--- src/rtl/sonar_scan_ctrl_pkg.sv ---
// Shared definitions for the sonar scan controller: FSM state codes
// (also exported on db_estado) and the ASCII bytes used in result frames.
package sonar_scan_ctrl_pkg;

    typedef enum logic [3:0] {
        ST_INICIAL    = 4'h0,
        ST_PREPARA    = 4'h1,
        ST_MEDE       = 4'h2,
        ST_ESPERA_MED = 4'h3,
        ST_CARREGA    = 4'h4,
        ST_TX_BYTE    = 4'h5,
        ST_TX_ESPERA  = 4'h6,
        ST_PROX       = 4'h7,
        ST_INTERVALO  = 4'h8,
        ST_FIM        = 4'hF
    } estado_t;

    localparam logic [7:0] ASC_ZERO  = 8'h30;
    localparam logic [7:0] ASC_SEP   = 8'h2C;
    localparam logic [7:0] ASC_FIM   = 8'h23;
    localparam logic [7:0] ASC_INVAL = 8'h2D;

endpackage

--- src/rtl/sonar_frame_fmt.sv ---
// Combinational frame formatter: picks byte byte_idx_i of the frame
// "<canal>,<digits MS first>#" for one channel's BCD result.
// Ports: canal_i (channel), bcd_i (packed BCD), byte_idx_i, tx_dado_o (ASCII).
module sonar_frame_fmt
    import sonar_scan_ctrl_pkg::*;
#(
    parameter int DIGITOS = 3
) (
    input  logic [3:0]           canal_i,
    input  logic [4*DIGITOS-1:0] bcd_i,
    input  logic [3:0]           byte_idx_i,
    output logic [7:0]           tx_dado_o
);

    logic [3:0] digito;

    always_comb begin
        digito = 4'h0;
        // byte 2 carries the most-significant digit
        for (int k = 0; k < DIGITOS; k++) begin
            if (int'(byte_idx_i) == DIGITOS + 1 - k) begin
                digito = bcd_i[4*k +: 4];
            end
        end

        tx_dado_o = ASC_FIM;
        if (byte_idx_i == 4'd0) begin
            tx_dado_o = ASC_ZERO + {4'h0, canal_i};
        end else if (byte_idx_i == 4'd1) begin
            tx_dado_o = ASC_SEP;
        end else if (int'(byte_idx_i) < DIGITOS + 2) begin
            tx_dado_o = (digito > 4'd9) ? ASC_INVAL
                                        : ASC_ZERO + {4'h0, digito};
        end
    end

endmodule

--- src/rtl/sonar_scan_ctrl.sv ---
// Scan controller for N ultrasonic channels: measures one channel at a time,
// stores BCD results (all-ones on timeout) and streams one ASCII frame per
// channel over a start/done TX handshake. Single-shot or periodic scans.
// Ports: clock/reset(async, low), ligar/parar/modo_continuo control,
// medir/med_pronto/med_valor sensor side, tx_dado/tx_partida/tx_pronto TX
// side, sel/db_medida/db_canal/db_estado debug, pronto scan-done flag.
module sonar_scan_ctrl
    import sonar_scan_ctrl_pkg::*;
#(
    parameter  int N_CANAIS         = 3,
    parameter  int DIGITOS          = 3,
    parameter  int TIMEOUT_CICLOS   = 2_500_000,
    parameter  int INTERVALO_CICLOS = 50_000_000,
    localparam int W  = 4 * DIGITOS,
    localparam int SW = (N_CANAIS > 1) ? $clog2(N_CANAIS) : 1
) (
    input  logic                  clock,
    input  logic                  reset,
    input  logic                  ligar,
    input  logic                  parar,
    input  logic                  modo_continuo,
    output logic [N_CANAIS-1:0]   medir,
    input  logic [N_CANAIS-1:0]   med_pronto,
    input  logic [N_CANAIS*W-1:0] med_valor,
    output logic [7:0]            tx_dado,
    output logic                  tx_partida,
    input  logic                  tx_pronto,
    input  logic [SW-1:0]         sel,
    output logic [W-1:0]          db_medida,
    output logic [3:0]            db_canal,
    output logic [3:0]            db_estado,
    output logic                  pronto
);

    localparam int TW = ($clog2(TIMEOUT_CICLOS) > 0) ? $clog2(TIMEOUT_CICLOS) : 1;
    localparam int IW = ($clog2(INTERVALO_CICLOS) > 0) ? $clog2(INTERVALO_CICLOS) : 1;
    localparam logic [TW-1:0] TMO_FIM = TW'(TIMEOUT_CICLOS - 1);
    localparam logic [IW-1:0] INT_FIM = IW'(INTERVALO_CICLOS - 1);
    localparam logic [3:0]    BYTE_FIM = 4'(DIGITOS + 2);
    localparam logic [3:0]    CANAL_FIM = 4'(N_CANAIS - 1);

    estado_t             estado_q;
    logic [3:0]          canal_q;
    logic [3:0]          byte_q;
    logic [TW-1:0]       tmo_q;
    logic [IW-1:0]       int_q;
    logic [N_CANAIS-1:0] medir_q;
    logic [7:0]          tx_dado_q;
    logic                tx_partida_q;
    logic                pronto_q;
    logic [W-1:0]        res_q [N_CANAIS];

    logic                pronto_sel;
    logic [W-1:0]        valor_sel;
    logic [W-1:0]        res_sel;
    logic [N_CANAIS-1:0] medir_oh;
    logic [7:0]          dado_d;

    // Per-channel views selected by the current channel index.
    always_comb begin
        pronto_sel = 1'b0;
        valor_sel  = '0;
        res_sel    = '0;
        medir_oh   = '0;
        for (int c = 0; c < N_CANAIS; c++) begin
            if (canal_q == 4'(c)) begin
                pronto_sel  = med_pronto[c];
                valor_sel   = med_valor[c*W +: W];
                res_sel     = res_q[c];
                medir_oh[c] = 1'b1;
            end
        end
    end

    always_comb begin
        db_medida = '0;
        for (int c = 0; c < N_CANAIS; c++) begin
            if (sel == SW'(c)) begin
                db_medida = res_q[c];
            end
        end
    end

    sonar_frame_fmt #(.DIGITOS(DIGITOS)) u_fmt (
        .canal_i    (canal_q),
        .bcd_i      (res_sel),
        .byte_idx_i (byte_q),
        .tx_dado_o  (dado_d)
    );

    always_ff @(posedge clock or negedge reset) begin
        if (!reset) begin
            estado_q     <= ST_INICIAL;
            canal_q      <= '0;
            byte_q       <= '0;
            tmo_q        <= '0;
            int_q        <= '0;
            medir_q      <= '0;
            tx_dado_q    <= '0;
            tx_partida_q <= 1'b0;
            pronto_q     <= 1'b0;
            for (int c = 0; c < N_CANAIS; c++) begin
                res_q[c] <= '0;
            end
        end else if (parar) begin
            // abort keeps stored results; a late tx_pronto lands in INICIAL
            estado_q     <= ST_INICIAL;
            byte_q       <= '0;
            medir_q      <= '0;
            tx_partida_q <= 1'b0;
            pronto_q     <= 1'b0;
        end else begin
            medir_q      <= '0;
            tx_partida_q <= 1'b0;
            unique case (estado_q)
                ST_INICIAL, ST_FIM: begin
                    if (ligar) begin
                        canal_q  <= '0;
                        pronto_q <= 1'b0;
                        estado_q <= ST_PREPARA;
                    end
                end
                ST_PREPARA: begin
                    tmo_q    <= '0;
                    medir_q  <= medir_oh;
                    estado_q <= ST_MEDE;
                end
                ST_MEDE: begin
                    estado_q <= ST_ESPERA_MED;
                end
                ST_ESPERA_MED: begin
                    // a real answer wins over a timeout in the same cycle
                    if (pronto_sel || tmo_q == TMO_FIM) begin
                        for (int c = 0; c < N_CANAIS; c++) begin
                            if (canal_q == 4'(c)) begin
                                res_q[c] <= pronto_sel ? valor_sel : '1;
                            end
                        end
                        estado_q <= ST_CARREGA;
                    end else begin
                        tmo_q <= tmo_q + 1'b1;
                    end
                end
                ST_CARREGA: begin
                    tx_dado_q    <= dado_d;
                    tx_partida_q <= 1'b1;
                    estado_q     <= ST_TX_BYTE;
                end
                ST_TX_BYTE: begin
                    estado_q <= ST_TX_ESPERA;
                end
                ST_TX_ESPERA: begin
                    if (tx_pronto) begin
                        if (byte_q == BYTE_FIM) begin
                            byte_q   <= '0;
                            estado_q <= ST_PROX;
                        end else begin
                            byte_q   <= byte_q + 4'd1;
                            estado_q <= ST_CARREGA;
                        end
                    end
                end
                ST_PROX: begin
                    if (canal_q == CANAL_FIM) begin
                        if (modo_continuo) begin
                            int_q    <= '0;
                            estado_q <= ST_INTERVALO;
                        end else begin
                            pronto_q <= 1'b1;
                            estado_q <= ST_FIM;
                        end
                    end else begin
                        canal_q  <= canal_q + 4'd1;
                        estado_q <= ST_PREPARA;
                    end
                end
                ST_INTERVALO: begin
                    if (int_q == INT_FIM) begin
                        canal_q  <= '0;
                        estado_q <= ST_PREPARA;
                    end else begin
                        int_q <= int_q + 1'b1;
                    end
                end
                default: begin
                    estado_q <= ST_INICIAL;
                end
            endcase
        end
    end

    assign medir      = medir_q;
    assign tx_dado    = tx_dado_q;
    assign tx_partida = tx_partida_q;
    assign pronto     = pronto_q;
    assign db_canal   = canal_q;
    assign db_estado  = estado_q;

endmodule

--- config.mk ---
export PLATFORM = sky130hd
export DESIGN_NAME = sonar_scan_ctrl
export DESIGN_NICKNAME = d
export VERILOG_FILES = /design/src/rtl/sonar_scan_ctrl_pkg.sv /design/src/rtl/sonar_frame_fmt.sv /design/src/rtl/sonar_scan_ctrl.sv
export SDC_FILE = /design/constraint.sdc
export NUM_CORES = 1
export LEC_CHECK = 0
export CORE_UTILIZATION = 55
export DETAILED_ROUTE_END_ITERATION = 10
export HOLD_SLACK_MARGIN = 0.08
export PLACE_DENSITY = 0.76
export REMOVE_ABC_BUFFERS = 1
export SYNTH_ARGS = -nofsm -noshare
export SYNTH_HDL_FRONTEND = slang
export SYNTH_SLANG_ARGS = --single-unit
--- constraint.sdc ---
create_clock -name clock -period 4.7 [get_ports clock]
set_input_delay 1.41 -clock clock [delete_from_list [all_inputs] [get_ports clock]]
set_output_delay 1.41 -clock clock [all_outputs]
set_load 0.03 [all_outputs]
**Yosys cells after proc, flatten, opt, wreduce, memory -nomap -nowiden**

Index checks and enable logic that the tools add are counted.

- $add $sub $neg: 6
- Multipliers: 0
- Divide/modulo/power cells: 0
- Order comparisons: 2
- Equality and inequality tests: 33
- Shift-type cells: 0
- Muxes and demuxes: 54
- Bitwise gates (word level): 1
- Reductions and logical operators: 22

Operator list:

| operator | number |
|---|---|
| 12-bit 2-to-1 mux | 9 |
| 26-bit 2-to-1 mux | 3 |
| 4-bit 2-to-1 mux | 16 |
| 26-bit one-hot mux with 2 select lines | 1 |
| 22-bit one-hot mux with 2 select lines | 1 |
| 4-bit one-hot mux with 9 select lines | 1 |
| 8-bit 2-to-1 mux | 4 |
| 4-bit by 3-bit == test with 1-bit output, second input constant | 7 |
| 26-bit by 1-bit adder with 26-bit output, second input constant | 1 |
| 26-bit == test, second input constant | 1 |
| 22-bit by 1-bit adder with 22-bit output, second input constant | 1 |
| 22-bit == test, second input constant | 1 |
| 22-bit 2-to-1 mux | 1 |
| 4-bit AND reduction | 5 |
| 3-bit != test, second input constant | 6 |
| 6-bit by 4-bit adder with 7-bit output, first input constant | 2 |
| 2-bit != test, second input constant | 7 |
| 4-bit by 1-bit == test with 1-bit output, second input constant | 3 |
| 4-bit by 2-bit == test with 1-bit output, second input constant | 3 |
| 4-bit == test, second input constant | 3 |
| 4-bit zero test | 3 |
| 1-bit 2-to-1 mux | 12 |
| 4-bit one-hot mux with 3 select lines | 1 |
| 5-bit AND reduction | 2 |
| 16 further kinds | 24 |

- Bits in registers: 109
- Latch bits: 0
- Memory bits (writable): 0
- Bits in read-only memories: 0
- Bits of input ports: 47
- Output and inout port bits: 33
- Logic and storage cells: 130
- Memories: 0

**Logic depth before layout (Yosys ltp)**

Gate-level depths: netlist of the first run.

- Depth in word-level cells: 12
- Mapped depth: 13

**By module**

Synthesis of the first run repeated with hierarchy kept, for this count alone.

- Cell total of the unflattened synthesis: 742
- Area total of the unflattened synthesis: 6821.5 µm²

By module, submodules not included:

| module | times used | cells an instance | area an instance (µm²) | seq. area each (µm²) |
|---|---|---|---|---|
| sonar_scan_ctrl | 1 | 707 | 6525.0 | 2727.6 |
| sonar_frame_fmt | 1 | 35 | 296.5 | 0.0 |

**Worst setup path before layout of the first run**

OpenSTA, ideal clock, no wires.

- Kind: input to output
- Start: input sel[0]
- End: output db_medida[10]
- Arrival: 2.678 ns
- Data required time: 3.290 ns
- Slack: 0.612 ns
- Cell stages on the path: 3
- Path buffers: 1
- Path through: buf_1 -> mux2i_1 -> o21ai_0

- Word-level cells in the longest chain between the ends: 4
- Elaborated cells on any way between the ends: 6
- Classes of those cells: eq/ne (2); mux (3); reduce/logical (1)

Ends and longest elaborated chain:

| element | RTL line | RTL |
|---|---|---|
| start: declaration | sonar_scan_ctrl.sv:28 | `input logic [SW-1:0] sel,` |
| 2-bit zero test | sonar_scan_ctrl.sv:78 | `if (sel == SW'(c)) begin` |
| 12-bit 2-to-1 mux (2 in series) | sonar_scan_ctrl.sv:78 |  |
| 12-bit 2-to-1 mux * | sonar_scan_ctrl.sv:78 |  |
| end: declaration | sonar_scan_ctrl.sv:29 | `output logic [W-1:0] db_medida,` |

Mark *: on every way between the ends. The rest lies on a longest branch, timed or not.

**Worst setup path after layout of the first run**

- Start: input sel[0]
- End: output db_medida[0]

The elaborated chain is that of the path after synthesis.

==> results of run 1 <==
## logic make-up (layout without fill, tap and decap cells)
logic type	Yosys count	count (layout)
and+or+nand+nor	357	357
other	1	2
buffers and inverters	68	124
AOI/OAI and AO/OA	190	190
xor gates and xnor gates	20	20
muxes	17	17
DFF	107	107
adders and majority gates	6	6
## power by group through the flow
stage | Combinational (mW) | Sequential (mW) | Clock (mW)
finish | 0.586 | 1.12 | 0.829
global route | 0.646 | 1.13 | 0.877
CTS | 0.587 | 1.11 | 0.843
detailed placement | 0.584 | 1.13 | 0
global placement | 0.565 | 1.13 | 0
floorplan | 0.288 | 1.15 | 0
## placed cells by master (no fill, tap or decap), drive strengths merged, types with 12 or more instances in the layout
| cell | instances |
|---|---|
| o21ai | 82 |
| nand4 | 28 |
| nor2 | 78 |
| inv | 16 |
| nand2 | 118 |
| clkdlybuf4s50 | 64 |
| or3 | 15 |
| dfrtp | 107 |
| xor2 | 15 |
| nor3 | 16 |
| a31oi | 17 |
| a21oi | 34 |
| buf | 29 |
| mux2i | 16 |
| or4 | 12 |
| nand3 | 27 |
## state kept, by name, summed over array words and instances (netlist names), 3 cells and up
name	flops
tmo_q	22
db_estado	4
res_q	36
medir	3
db_canal	4
int_q	26
byte_q	4
tx_dado	6
## area by class of cell
type / count / area (um^2)
fill: 903 / 3586
multi-input combinational: 592 / 3401
sequential: 107 / 2678
timing repair buffer: 93 / 858.3
clock buffer: 9 / 225.2
tap: 140 / 175.2
clock inverter: 7 / 98.84
inverter: 15 / 56.30
## critical path, stage by stage
cell and delay (ns):
clkdlybuf4s50_1 0.63, buf_4 0.26, mux2i_1 0.10, o21ai_0 0.25, buf_4 0.22
## per-stage QoR
step	setup WS, ns	util (%)	power [mW]	area [um^2]
finish	0.4157	67.63	2.531	7492
floorplan	0.9959	-	1.443	6135
global route	0.3571	67.63	2.649	7492
CTS	0.4453	67.63	2.541	7492
detailed placement	0.4487	64.71	1.710	7168
global placement	0.4682	64.71	1.692	7168
## metal layers
metal  part of all wire (%)  vias up  GRT usage [%]
li1                       -     2860              -
met1                     45     2959          41.50
met2                     47      223          47.80
met3                    6.4       24          5.691
met4                    1.5        0          8.571
met5                      0        -              0
## worst max path at each step
stage	end	depth (start not counted)
3_5_place_dp	db_medida[0]	5
6_report	db_medida[0]	5
2_1_floorplan	db_medida[0]	3
5_1_grt	db_medida[0]	5
3_3_place_gp	db_medida[0]	5
4_1_cts	db_medida[0]	5
==> summary.txt, run 1 <==
Status
  • Status: finished clean

GRT
  • GRT Residual Overflow: 0
  • Vias in the first global route: approximately 5700
  • Pin count of the biggest net entering global routing: 47
  • Antenna violations before repair: 0
  • Global-route wire length before repair: ~28 mm
  • GRT Overall Usage: 29.94%

CTS
  • Root buffer cell: clkbuf_16
  • Clock Path Buffers: 2
  • Cts bufs inserted: 9
  • # Post-CTS Setup Buffers: 0
  • Htree depth: 3
  • Clk_lat worst skew: 0.35 ns
  • Post-cts sizing count: 0
  • Clock sinks: 107
  • Hold buffer count at CTS: 0
  • CTS clk-pin slew, worst paths: 0.07 ns
  • CTS tree: built

Power and ir drop
  • Clock Power Share: 32.8%
  • Net Switching: around 800 uW
  • Switching portion of total power: about 32%
  • Pint: roughly 1.7 mW
  • Share of power burned in registers: about 44%
  • Combinational share of power: approximately 23%
  • LEAKAGE: 3.243 nW
  • P per Cell Area: ~340 mW/mm^2
  • VDD IR-drop max: 322.8 uV

Detailed routing
  • Initial DRT Pass Iterations: 7
  • Routed wire per std cell: roughly 17 um
  • Total Wirelength: 16.66 mm
  • Post-DRT Antenna Nets: 0
  • Vias per inst: about 6.3
  • DR vias: 6066
  • Drt drc: 0
  • Drt initial violations: about 600

Setup path
  • CP startpoint: sel[0]
  • Worst reg2reg path depth: 8
  • Crit Path Category: in2out
  • Crit path DAT: 2.87 ns
  • CP Launch Type: input pin
  • Worst-path fanout max: 8
  • RR Endpoint: tmo_q[17]
  • Worst r2r src: db_canal[1]
  • CP Data Required Time: between 3 and 4 ns
  • R2R Setup Slk: around 1.3 ns
  • CP endpoint kind: output pin

Flow run
  • Max cap viols: 0

Floorplan
  • Initial core utilization: 57.63%
  • Row Count: 38
  • Die Ht: between 100 and 150 um
  • Core area: 0.01108 mm^2
  • DIE AREA: around 0.012 mm^2
  • Ports: 80
  • Die Wd: 109.7 um

Place
  • Post-Place Cells: around 950
  • PortBufs: between 70 and 80
  • Detail Placement HPWL: roughly 12 mm
  • Routability Congestion: between 0.8 and 0.9

Synth
  • Mapped cell area: 0.006385 mm^2
  • Sequential fraction of the synthesis area: between 40% and 50%
  • Synth async-reset ratio: 100.0%
  • Mux cell area share after synthesis: between 2 and 3%
  • Largest family of logic cells by synthesized area: simple AND/OR/NAND/NOR gates
  • Post-synth top area cell: dfrtp_1
  • Post-synth top area share: 41.94%
  • Synth warnings: 0
  • Ys flop type: dfrtp_1
  • Xor/xnor cell area share of the yosys netlist: 2.743%
  • Cells after synthesis: around 770
  • Cell with the most instances after synthesis: nand2_1
  • Post-synth EDFFs: 0
  • Post-synthesis cell type count: 72
  • Adder-cell share of the synthesized area: roughly 1.2%
  • Compound-cell area share of the yosys netlist: around 18%
  • Most common library cells after synthesis: 118 x nand2_1, 107 x dfrtp_1, 81 x o21ai_0
  • Main area contributors after synthesis: dfrtp_1 42%, nand2_1 6.9%, o21ai_0 6.3%
  • Flops & latches, synth: ~110
  • Synth Area in Simple Gates: 28.14%
  • Syn_area_per_cell: between 8 and 9 um^2

Timing
  • F_max: around 230 MHz
  • Slew headroom: between 30% and 40%
  • Period minus WS final: around 4.3 ns
  • Final worst path period share: about 90%
  • Worst hold slack: a little under 0.5 ns
  • Actual slew at the worst max-slew pin: 1.048 ns
  • RSZ-0062 raised after global routing: no
  • Final Skew: about 0.0075 ns
  • Hold Violations, Final: 0
  • Setup Total Neg Slack: 0 ns
  • Final setup violating endpoints: 0
  • Final Max Slew Viols: 0

Cells and area
  • Final Instance Count excl. Fillers: 963
  • # diodes: 0
  • Area grow syn2layout: 17.34%
  • Nets: 871
  • Fraction of layout cells with a size suffix above 1: between 7 and 8%

Hold path
  • Hold Path Class: reg2reg
  • Min-Delay Endpoint: tx_dado[5]
  • Worst min-delay path startpoint: tx_dado[5]
  • Worst hold path depth: 1
(Power assumes the default switching activity.)
==> run 2, diff against run 1 <==
Clock period 4.7 ns to 4.3 ns, I/O delays scaled along.
==> summary.txt, run 2 (synthesized netlist as in run 1, its figures left out) <==
Place
  • Setup slack at placement: approximately 0.34 ns
  • PortBufs: 77
  • Detail Placement HPWL: between 10 and 15 mm
  • Routability Congestion: approximately 0.88
  • Post-Place Cells: around 950

Cells and area
  • Most frequent cells in the layout: 118 x nand2_1, 107 x dfrtp_1, 81 x o21ai_0
  • Area grow syn2layout: 17.26%
  • Nets: between 800 and 900
  • Top Registers: res_q x36, int_q x26, tmo_q x22
  • Top reg by flops: res_q
  • Final core occ: between 60% and 70%
  • Max reg flops: 36
  • Commonest non-fill, non-tap cell in the layout: nand2_1
  • Final Instance Count excl. Fillers: 964
  • # diodes: 0
  • Fraction of layout cells with a size suffix above 1: under 10%

Power and ir drop
  • Net Switching: around 900 uW
  • Share of power burned in registers: about 46%
  • Clock Power Share: approximately 30%
  • P per Cell Area: around 360 mW/mm^2
  • Pint: 1.771 mW
  • VDD IR-drop max: 320.2 uV
  • Combinational share of power: 24.1%
  • Switching portion of total power: 33.58%
  • LEAKAGE: 3.240 nW

CTS
  • Clock sinks: ~110
  • Cts bufs inserted: 9
  • CTS clk-pin slew, worst paths: ~0.07 ns
  • Clk_lat worst skew: ~0.36 ns
  • Root buffer cell: clkbuf_16
  • Htree depth: 3
  • # Post-CTS Setup Buffers: 0
  • Clock Path Buffers: 2
  • CTS tree: built
  • Post-cts sizing count: 0
  • Hold buffer count at CTS: 0

Setup path
  • CP Data Required Time: 3.01 ns
  • CP endpoint kind: output pin
  • Worst-path fanout max: 12
  • Crit Path Category: in2out
  • Crit path DAT: between 2 and 3 ns
  • CP Launch Type: input pin

Timing
  • Slew headroom: ~51%
  • Actual slew at the worst max-slew pin: 0.7303 ns
  • Worst hold slack: ~0.47 ns
  • Final setup violating endpoints: 0
  • Final Max Slew Viols: 0
  • Final worst path period share: 92.32%
  • Final Skew: around 0.012 ns
  • F_max: around 250 MHz
  • Period minus WS final: 3.970 ns
  • Setup Total Neg Slack: 0 ns
  • Worst setup margin: 0.3301 ns
  • Hold Violations, Final: 0
  • RSZ-0062 raised after global routing: no

Hold path
  • Hold Path Class: reg2reg

GRT
  • Vias in the first global route: between 5000 and 6000
  • GRT Overall Usage: slightly below 30%
  • Pin count of the biggest net entering global routing: 64
  • Antenna violations before repair: 0
  • Global-route wire length before repair: 27.90 mm
  • GRT Residual Overflow: 0

Detailed routing
  • Met1 WL: 7.638 mm
  • Metal2 WL: approximately 8 mm
  • Drt drc: 0
  • Total Wirelength: roughly 17 mm
  • Vias per inst: between 6 and 7
  • Initial DRT Pass Iterations: 5
  • Drt initial violations: between 500 and 600
  • Routed wire per std cell: ~17 um
  • Post-DRT Antenna Nets: 0
  • Top Layer Used: met4
  • DR vias: 5969
  • Routed wl met3: a little over 1 mm

Floorplan
  • Ports: 80
  • Initial core utilization: 57.63%
  • Core area: 0.01108 mm^2
  • Row Count: 38
  • Die Wd: ~110 um
  • DIE AREA: roughly 0.012 mm^2
  • Die Ht: about 110 um

Flow run
  • Max cap viols: 0

Status
  • Status: finished clean
-- run 2: layout make-up --
class / instances / area, um^2
fillers: 903 / 3591
multi-input cells: 592 / 3401
flip-flops and latches: 107 / 2678
repair buffers: 94 / 890.9
clock buffers: 10 / 239.0
well taps: 140 / 175.2
inverters: 15 / 56.30
clock inverters: 6 / 47.55
-- run 2: worst max-delay path: stages --
cell and delay (ns):
clkdlybuf4s50_1 0.59, nor2b_1 0.21, buf_4 0.20, nand2_1 0.07, o21ai_0 0.11, buf_4 0.21
-- run 2: through the flow --
| step | power, mW | cell area (um^2) |
|---|---|---|
| 3_3_place_gp | 1.855 | 7201 |
| 5_1_grt | 2.793 | 7487 |
| 6_report | 2.666 | 7487 |
| 3_5_place_dp | 1.876 | 7201 |
| 4_1_cts | 2.677 | 7487 |
| 2_1_floorplan | 1.577 | 6135 |
-- run 2: path summary, 6_finish.rpt --
check                               end  slack (ns)  depth (start not counted)   startpoint
max in group asynchronous     int_q[23]        2.62                          2        reset
min                          tx_dado[5]        0.47                          1   tx_dado[5]
max                        db_medida[0]        0.33                          6       sel[0]
max reg2reg                   int_q[25]        1.10                          8  db_canal[0]
min in group asynchronous      res_q[1]        0.92                          1        reset
min reg2reg                  tx_dado[5]        0.47                          1   tx_dado[5]
-- run 2: power by group through the flow --
stage / sequential (mW) / combinational (mW) / clock [mW]
finish: 1.22 / 0.642 / 0.804
global route: 1.23 / 0.703 / 0.856
CTS: 1.22 / 0.643 / 0.816
detailed placement: 1.24 / 0.640 / 0
global placement: 1.23 / 0.620 / 0
floorplan: 1.26 / 0.315 / 0
-- run 2: per-layer routing --
metal / GRT usage, % / vias to the layer above
li1: - / 2867
met1: 41.97 / 2894
met2: 47.44 / 193
met3: 5.572 / 15
met4: 7.429 / 0
met5: 0 / -
==> run 3, diff against run 2 <==
Settings changed: PLACE_DENSITY 0.76 to 0.85.
==> summary.txt, run 3 (synthesized netlist as in run 1, its figures left out) <==
Place
  • Detail Placement HPWL: 11.90 mm
  • Routability Congestion: between 0.8 and 0.9
  • PortBufs: between 70 and 80
  • Area post-placement: just over 0.007 mm^2

GRT
  • Vias in the first global route: slightly below 6000
  • GRT Residual Overflow: 0
  • Antenna violations before repair: 0
  • GRT Overall Usage: just over 30%
  • Global-route wire length before repair: about 28 mm
  • Pin count of the biggest net entering global routing: 67

Cells and area
  • # diodes: 0
  • Final instance area: about 0.0075 mm^2
  • Commonest non-fill, non-tap cell in the layout: nand2_1
  • Fraction of layout cells with a size suffix above 1: just over 7%
  • Top Registers: res_q x36, int_q x26, tmo_q x22
  • Max reg flops: 36
  • Area grow syn2layout: 17.91%
  • Fillers: between 800 and 900
  • Most frequent cells in the layout: 118 x nand2_1, 107 x dfrtp_1, 81 x o21ai_0
  • Area of the multi-input gates: 0.003401 mm^2
  • Sequential Area: 0.002678 mm^2
  • Top reg by flops: res_q
  • Nets: 874

Hold path
  • Worst min-delay path startpoint: tx_dado[5]
  • Worst hold path depth: 1
  • Hold Path Class: reg2reg
  • Min-Delay Endpoint: tx_dado[5]

Setup path
  • Worst-path fanout max: 12
  • Crit Path Category: in2out
  • CP Data Required Time: 3.01 ns
  • Worst reg2reg path depth: 8
  • CP Launch Type: input pin
  • CP endpoint kind: output pin
  • R2R Setup Slk: around 1.1 ns
  • RR Endpoint: int_q[25]
  • CP startpoint: sel[0]
  • Worst r2r src: db_canal[0]
  • Crit path DAT: 2.64 ns

Detailed routing
  • Vias per inst: between 6 and 7
  • Initial DRT Pass Iterations: 5
  • Routed wire per std cell: ~18 um
  • Post-DRT Antenna Nets: 0
  • Drt initial violations: approximately 520
  • Total Wirelength: roughly 17 mm
  • DR vias: slightly above 6000
  • Drt drc: 0

Timing
  • Setup Total Neg Slack: 0 ns
  • Hold Violations, Final: 0
  • Final Skew: between 0.009 and 0.01 ns
  • Final Max Slew Viols: 0
  • Actual slew at the worst max-slew pin: approximately 0.85 ns
  • RSZ-0062 raised after global routing: no
  • Period minus WS final: 3.933 ns
  • Final setup violating endpoints: 0
  • Slew headroom: 43.27%
  • Final worst path period share: 91.46%
  • F_max: 254.3 MHz

Floorplan
  • Initial core utilization: about 58%
  • DIE AREA: about 0.012 mm^2
  • Die Wd: 109.7 um
  • Die Ht: 109.7 um
  • Ports: 80
  • Core area: approximately 0.011 mm^2
  • Row Count: 38

CTS
  • # Post-CTS Setup Buffers: 0
  • Clock Path Buffers: 2
  • CTS clk-pin slew, worst paths: 0.07 ns
  • Root buffer cell: clkbuf_16
  • Cts bufs inserted: 9
  • Post-cts sizing count: 0
  • Htree depth: 3
  • Hold buffer count at CTS: 0
  • Clk_lat worst skew: 0.36 ns
  • CTS tree: built
  • Clock sinks: around 110

Status
  • Status: finished clean

Power and ir drop
  • Pint: 1.937 mW
  • Switching portion of total power: 31.60%
  • Combinational share of power: a little under a quarter
  • VDD IR-drop max: 337.5 uV
  • Net Switching: about 900 uW
  • LEAKAGE: roughly 3.3 nW
  • P per Cell Area: approximately 380 mW/mm^2
  • Share of power burned in registers: 43.2%
  • Clock Power Share: between 30% and 40%

Flow run
  • Max cap viols: 0
## run 3: cell types whose count changed in the layout (fill, tap and decap cells not counted)
cell        previous run  this run
buf_4                 28        32
inv_6                  2         1
clkinv_4               2         0
clkinvlp_4             1         0
clkinv_2               1         0
buf_12                 2         0
bufinv_16              0         3
## run 3: worst max path at each step
stage / endpoint / slack [ns]
after floorplan: db_medida[0] / 0.84
after global placement: db_medida[1] / 0.45
after detailed placement: db_medida[9] / 0.42
after CTS: db_medida[9] / 0.41
after global routing: db_medida[9] / 0.30
final: db_medida[9] / 0.37
## run 3: final cells by class
class                   instances  area share (%)
multi-input cells             592           45.17
flip-flops and latches        107           35.57
repair buffers                 96           11.70
clock buffers                  10           3.174
well taps                     140           2.327
clock inverters                 4           1.313
inverters                      15          0.7479
## run 3: metal layers
layer	up-vias	track usage [%]	part of all wire (%)
met2	303	51.12	49
met4	0	10.10	2.2
met3	36	4.801	7.6
met1	2970	39.72	42
li1	2863	-	-
met5	-	0	0
## run 3: metrics by stage
step	setup slack [ns]	hold WS [ns]	power [mW]	utilization (%)	cells
5_1_grt	0.3005	0.5095	2.938	67.96	964
3_3_place_gp	0.4475	0.4501	1.846	64.91	950
2_1_floorplan	0.8359	0.4607	1.577	-	714
6_report	0.3672	0.4713	2.832	67.96	964
3_5_place_dp	0.4169	0.4581	1.878	64.91	950
4_1_cts	0.4125	0.4751	2.828	67.96	964
## run 3: power groups by stage
stage	Combinational, mW	Sequential, mW	Clock (mW)
after floorplan	0.315	1.26	0
after global placement	0.615	1.23	0
after detailed placement	0.643	1.24	0
after CTS	0.648	1.22	0.962
after global routing	0.709	1.23	0.998
final	0.651	1.22	0.958
## run 3: worst max-delay path, stage by stage
cell and delay (ns):
clkdlybuf4s50_1 0.44, buf_4 0.19, nor2b_1 0.12, buf_4 0.20
nand2_1 0.07, o21ai_0 0.11, buf_4 0.22
